### src/rtl/add_round_key_stream.sv
// -----------------------------------------------------------------------------
// add_round_key_stream
//   Streaming AES add-round-key stage. Holds a table of NR+1 128-bit round keys
//   and XORs each W-bit state beat with the matching slice of the current
//   round's key. Round order is sequenced automatically: ascending for encrypt,
//   descending for decrypt. One register stage on the output, full throughput.
//
// Ports:
//   clk, reset            clock, asynchronous active-high reset
//   key_we/waddr/wdata    round-key table write (honoured only when idle)
//   start, decrypt        begin a pass of NR+1 blocks; decrypt picks direction
//   in_valid/ready/data   input beat handshake (W bits, MSB-first beats)
//   out_valid/ready/data  output beat handshake
//   out_last              final beat of a block
//   out_round             round index whose key was applied to this beat
//   busy                  a pass is in progress
//   done                  one-cycle pulse after the final beat is handed off
// -----------------------------------------------------------------------------
module add_round_key_stream #(
    parameter int unsigned W  = 32,
    parameter int unsigned NR = 10
) (
    input  logic           clk,
    input  logic           reset,
    input  logic           key_we,
    input  logic [3:0]     key_waddr,
    input  logic [127:0]   key_wdata,
    input  logic           start,
    input  logic           decrypt,
    input  logic           in_valid,
    output logic           in_ready,
    input  logic [W-1:0]   in_data,
    output logic           out_valid,
    input  logic           out_ready,
    output logic [W-1:0]   out_data,
    output logic           out_last,
    output logic [3:0]     out_round,
    output logic           busy,
    output logic           done
);

    localparam int unsigned BEATS = 128 / W;
    localparam int unsigned BW    = (BEATS > 1) ? $clog2(BEATS) : 1;
    localparam logic [3:0]    NR4       = 4'(NR);
    localparam logic [BW-1:0] LAST_BEAT = BW'(BEATS - 1);

    // Reject unsupported builds at elaboration time.
    if (!(W == 8 || W == 16 || W == 32 || W == 64 || W == 128) ||
        !(NR == 10 || NR == 12 || NR == 14)) begin : g_param_check
        $error("add_round_key_stream: unsupported W=%0d / NR=%0d", W, NR);
    end

    typedef enum logic [1:0] {
        IDLE  = 2'd0,
        RUN   = 2'd1,
        DRAIN = 2'd2
    } state_t;

    state_t          state_q, state_d;
    logic            dir_q, dir_d;
    logic [3:0]      round_q, round_d;
    logic [BW-1:0]   beat_q, beat_d;
    logic            out_valid_q, out_valid_d;
    logic [W-1:0]    out_data_q, out_data_d;
    logic            out_last_q, out_last_d;
    logic [3:0]      out_round_q, out_round_d;
    logic            done_q, done_d;
    logic [127:0]    key_q [NR+1];
    logic [127:0]    key_d [NR+1];

    logic                     in_ready_c;
    logic                     accept_c;
    logic                     handoff_c;
    logic                     final_round_c;
    logic [127:0]             cur_key_c;
    logic [BEATS-1:0][W-1:0]  key_beats_c;
    logic [W-1:0]             key_slice_c;

    // Handshake qualifiers: input accepted only while running and the output
    // register is empty or being drained this cycle.
    always_comb begin
        in_ready_c    = (state_q == RUN) && (!out_valid_q || out_ready);
        accept_c      = in_valid && in_ready_c;
        handoff_c     = out_valid_q && out_ready;
        final_round_c = dir_q ? (round_q == 4'd0) : (round_q == NR4);
    end

    // Current round key; round never exceeds NR so a one-hot compare suffices.
    always_comb begin
        cur_key_c = '0;
        for (int unsigned i = 0; i <= NR; i++) begin
            if (round_q == 4'(i)) begin
                cur_key_c = key_q[i];
            end
        end
    end

    // Beat 0 is the most significant W bits of the key (FIPS byte order).
    always_comb begin
        key_beats_c = cur_key_c;
        key_slice_c = key_beats_c[LAST_BEAT - beat_q];
    end

    // Key table writes, only while idle and only to valid indices.
    always_comb begin
        key_d = key_q;
        if ((state_q == IDLE) && key_we && (key_waddr <= NR4)) begin
            for (int unsigned i = 0; i <= NR; i++) begin
                if (key_waddr == 4'(i)) begin
                    key_d[i] = key_wdata;
                end
            end
        end
    end

    // Next-state and datapath control.
    always_comb begin
        state_d     = state_q;
        dir_d       = dir_q;
        round_d     = round_q;
        beat_d      = beat_q;
        out_valid_d = out_valid_q;
        out_data_d  = out_data_q;
        out_last_d  = out_last_q;
        out_round_d = out_round_q;
        done_d      = 1'b0;

        // Output register: load on accept, otherwise empty on handoff.
        if (accept_c) begin
            out_valid_d = 1'b1;
            out_data_d  = in_data ^ key_slice_c;
            out_last_d  = (beat_q == LAST_BEAT);
            out_round_d = round_q;
        end else if (handoff_c) begin
            out_valid_d = 1'b0;
        end

        case (state_q)
            IDLE: begin
                if (start) begin
                    state_d = RUN;
                    dir_d   = decrypt;
                    round_d = decrypt ? NR4 : 4'd0;
                    beat_d  = '0;
                end
            end
            RUN: begin
                if (accept_c) begin
                    if (beat_q == LAST_BEAT) begin
                        beat_d = '0;
                        // Termination is checked before stepping so the
                        // counter never leaves 0..NR.
                        if (final_round_c) begin
                            state_d = DRAIN;
                        end else begin
                            round_d = dir_q ? (round_q - 4'd1) : (round_q + 4'd1);
                        end
                    end else begin
                        beat_d = beat_q + BW'(1);
                    end
                end
            end
            DRAIN: begin
                if (handoff_c) begin
                    done_d  = 1'b1;
                    state_d = IDLE;
                end
            end
            default: begin
                state_d = IDLE;
            end
        endcase
    end

    // State and datapath registers.
    always_ff @(posedge clk or posedge reset) begin
        if (reset) begin
            state_q     <= IDLE;
            dir_q       <= 1'b0;
            round_q     <= '0;
            beat_q      <= '0;
            out_valid_q <= 1'b0;
            out_data_q  <= '0;
            out_last_q  <= 1'b0;
            out_round_q <= '0;
            done_q      <= 1'b0;
            for (int unsigned i = 0; i <= NR; i++) begin
                key_q[i] <= '0;
            end
        end else begin
            state_q     <= state_d;
            dir_q       <= dir_d;
            round_q     <= round_d;
            beat_q      <= beat_d;
            out_valid_q <= out_valid_d;
            out_data_q  <= out_data_d;
            out_last_q  <= out_last_d;
            out_round_q <= out_round_d;
            done_q      <= done_d;
            for (int unsigned i = 0; i <= NR; i++) begin
                key_q[i] <= key_d[i];
            end
        end
    end

    assign in_ready  = in_ready_c;
    assign out_valid = out_valid_q;
    assign out_data  = out_data_q;
    assign out_last  = out_last_q;
    assign out_round = out_round_q;
    assign busy      = (state_q != IDLE);
    assign done      = done_q;

endmodule

### config.mk
export PLATFORM = sky130hd
export DESIGN_NAME = add_round_key_stream
export DESIGN_NICKNAME = d
export VERILOG_FILES = /design/src/rtl/add_round_key_stream.sv
export SDC_FILE = /design/constraint.sdc
export NUM_CORES = 2
export LEC_CHECK = 0
export BUFFER_PORTS_ARGS = -buffer_cell sky130_fd_sc_hd__buf_4
export CAP_MARGIN = 0
export CORE_MARGIN = 10
export CORE_UTILIZATION = 42
export CTS_CLUSTER_DIAMETER = 150
export DETAILED_ROUTE_END_ITERATION = 8
export PLACE_DENSITY = 0.67
export SLEW_MARGIN = 5
export SYNTH_ARGS = -nofsm -noshare
export SYNTH_HDL_FRONTEND = slang
export SYNTH_SLANG_ARGS = --single-unit
### constraint.sdc
create_clock -name clk -period 74.8 [get_ports clk]
set_clock_uncertainty 0.2 [all_clocks]
set_input_delay 22.44 -clock clk [delete_from_list [all_inputs] [get_ports clk]]
set_output_delay 22.44 -clock clk [all_outputs]
set_load 0.01 [all_outputs]
==> metrics.txt <==
RSZ-0062 raised after global routing=false; initial antenna violation count=48; Fin. Hold Viols=0; post-DP HPWL=143000 µm; Synthesis Warnings=0; Remaining DRCs=0; Post-synth top flop=dfrtp_1; Cell Rows=roughly 150; Routed Antenna Nets=0; vias in the first global route=approximately 50000; Post-CTS Resized=0; synthesized area per cell=12.3 µm²; Yosys cell types=98; met1 Use GR=34.7%; register area share after synthesis=53.3%; CTS tree=yes; number of synthesized register bits=1456; num ports=212; kind of critical path=in -> out; fmax=21.9 MHz; pre-CTS setup slack=around 29 ns; # nets final=5648; Die W=423 µm; hold-fix buffers at CTS=0; final worst path period need=between 40 and 50 ns; CP arrival=23.07 ns; total CTS buffers=155; Routed Wire Length=around 250000 µm; pin count of the biggest net entering global routing=184; Fill cells=14500; synthesis-to-layout area growth=12.0%; GRT Max-Usage Layer=met2; clock buffer depth=3; FFs w/ async S/R, synth=100%; layout cells sized above 1=a little under two fifths; Slew @ Worst Pin=1.43 ns; initial DRC count=5537; # clock sinks=1456; Post-synth EDFFs=0; Lkg Pwr=approximately 36 nW; Design Area, Final=76600 µm²; Die Ht=423 µm; Placed Instances=7490; pwr dens=35.3 nW/µm²; die area=179000 µm²; commonest cells after routing, fill and taps aside=dfrtp_1 (1452), mux2_2 (1397), buf_4 (336), o21ai_0 (277), nand2_1 (256); Global Route Usage Sum=about 27%; Avg WL per Cell=31.8 µm; Slew headroom=4.51%; critical path launch point type=input pin; Final period util=61.1%; critical-path maximum fanout=3; Peak VDD IR=26.6 µV; global placer's final weighted congestion=around 0.85; CP Capture Type=output pin; input/output buffers=approximately 210; via-per-instance ratio=6.46; Placement Cell Area=71400 µm²; setup TNS=0 ns; Pins Over Slew Limit=0; H-tree depth=4; vias=50300; DRT Pass-1 Iters=6; non-filler instance count after layout=7781; Setup Buffers After CTS=0; area of the multi-input gates=29400 µm²; Max Cap Violations=0; Final Setup Violations=0; worst setup margin=29.09 ns; initial core utilization=42.1%; worst endpoint required time=roughly 52 ns; Synthesized Nets=5740; grt total ovfl=0; CTS Root Cell=clkbuf_16; status=complete, no violations; class of the worst hold path=reg -> reg; Mapped Cells=5564; clk slew on worst S/H paths=0.06 ns; worst-skew pair later-pin latency=0.80 ns; commonest non-fill, non-tap cell in the layout=dfrtp_1; Sequential Area=between 30000 and 40000 µm²; met3 global-route usage=6.64%; first-pass GRT wire length=roughly 360000 µm; core box area=162000 µm²; Mapped Area=68400 µm²; met2 Track Usage GR=41.4%
[state kept, by name (all words and copies together) (netlist names), 2 cells and up]
register / flops
key_q: 1408
out_data: 32
out_round: 4
round_q: 4
beat_q: 2
state_q: 2
[cell usage after synthesis (all sizes together) (15+ instances only)]
cell type | count | area share, %
dfrtp | 1456 | 53
mux2 | 1397 | 23
clkbuf | 309 | 1.7
o21ai | 287 | 2.1
buf | 286 | 2.3
nand2 | 264 | 1.5
a21oi | 240 | 1.8
a221oi | 182 | 2.4
nor2 | 157 | 0.88
o22ai | 91 | 0.83
a22oi | 64 | 0.70
o211ai | 63 | 0.69
a221o | 44 | 0.64
nor3 | 44 | 0.33
nand3 | 42 | 0.31
a211oi | 40 | 0.44
nand3b | 40 | 0.47
o221ai | 40 | 0.51
o21a | 30 | 0.33
a2bb2oi | 28 | 0.36
a21o | 26 | 0.29
nor2b | 26 | 0.24
or3 | 26 | 0.24
inv | 24 | 0.13
a31oi | 23 | 0.21
nor3b | 21 | 0.29
o311ai | 21 | 0.27
o22a | 20 | 0.26
o31ai | 18 | 0.20
nand2b | 17 | 0.16
a2111oi | 16 | 0.23
a211o | 15 | 0.19
a222oi | 15 | 0.22
o2111ai | 15 | 0.19
[area by class of cell]
cell class,count,share of cell area (%)
repair buffers,346,3.56
well taps,2175,3.55
flip-flops and latches,1456,47.6
clock inverters,37,0.644
diodes,20,0.0654
inverters,27,0.145
multi-input cells,3486,38.4
clock buffers,234,6.02
[through the flow]
stage	hold slack (ns)	util, %	power [mW]
6_report	0.280	47.2	2.70
4_1_cts	0.289	47.2	2.68
5_1_grt	0.302	47.2	2.79
2_1_floorplan	0.269	-	1.49
3_5_place_dp	0.274	44.0	1.90
3_3_place_gp	0.267	44.0	1.89
[routing by layer]
metal	vias up	wire [µm]	share of wire, %
met1	26400	96700	39
li1	20500	-	-
met5	-	188	0.076
met4	30	14400	5.8
met3	723	24600	9.9
met2	2590	111000	45
[final timing paths]
check / startpoint / to / depth (start not counted) / slack [ns]
hold reg to reg: out_round[0] / out_round[0] / 2 / 0.28
min in group asynchronous: reset / key_q[1086] / 2 / 21.68
setup / recovery: out_ready / in_ready / 4 / 29.09
setup reg to reg: round_q[1] / out_data[24] / 12 / 68.60
hold / removal: out_round[0] / out_round[0] / 2 / 0.28
max in group asynchronous: reset / key_q[45] / 7 / 47.76
[report_power, final]
| group | internal [mW] | leakage (nW) | switching, mW |
|---|---|---|---|
| sequential | 0.885 | 20.0 | 0.0655 |
| combinational | 0.306 | 13.9 | 0.662 |
| clock | 0.459 | 2.51 | 0.326 |
| total | 1.65 | 36.4 | 1.05 |
[cells by family (layout without fill, tap and decap cells)]
family | count (synthesis) | count (layout) | synth area share [%]
buffers and inverters | 622 | 644 | 4.11
adders and majority gates | 5 | 5 | 0.0915
DFF | 1456 | 1456 | 53.3
AOI/OAI and AO/OA | 1371 | 1371 | 14.2
xor gates and xnor gates | 5 | 5 | 0.0641
and+or+nand+nor | 705 | 705 | 5.20
other | 0 | 20 | 0
muxes | 1400 | 1400 | 23.1
[worst max-delay path, stage by stage]
cell	delay, ns
buf_4	0.11
nand2b_1	0.16
and2_1	0.21
buf_4	0.15
No activity file was read; power rests on OpenSTA's default activity.
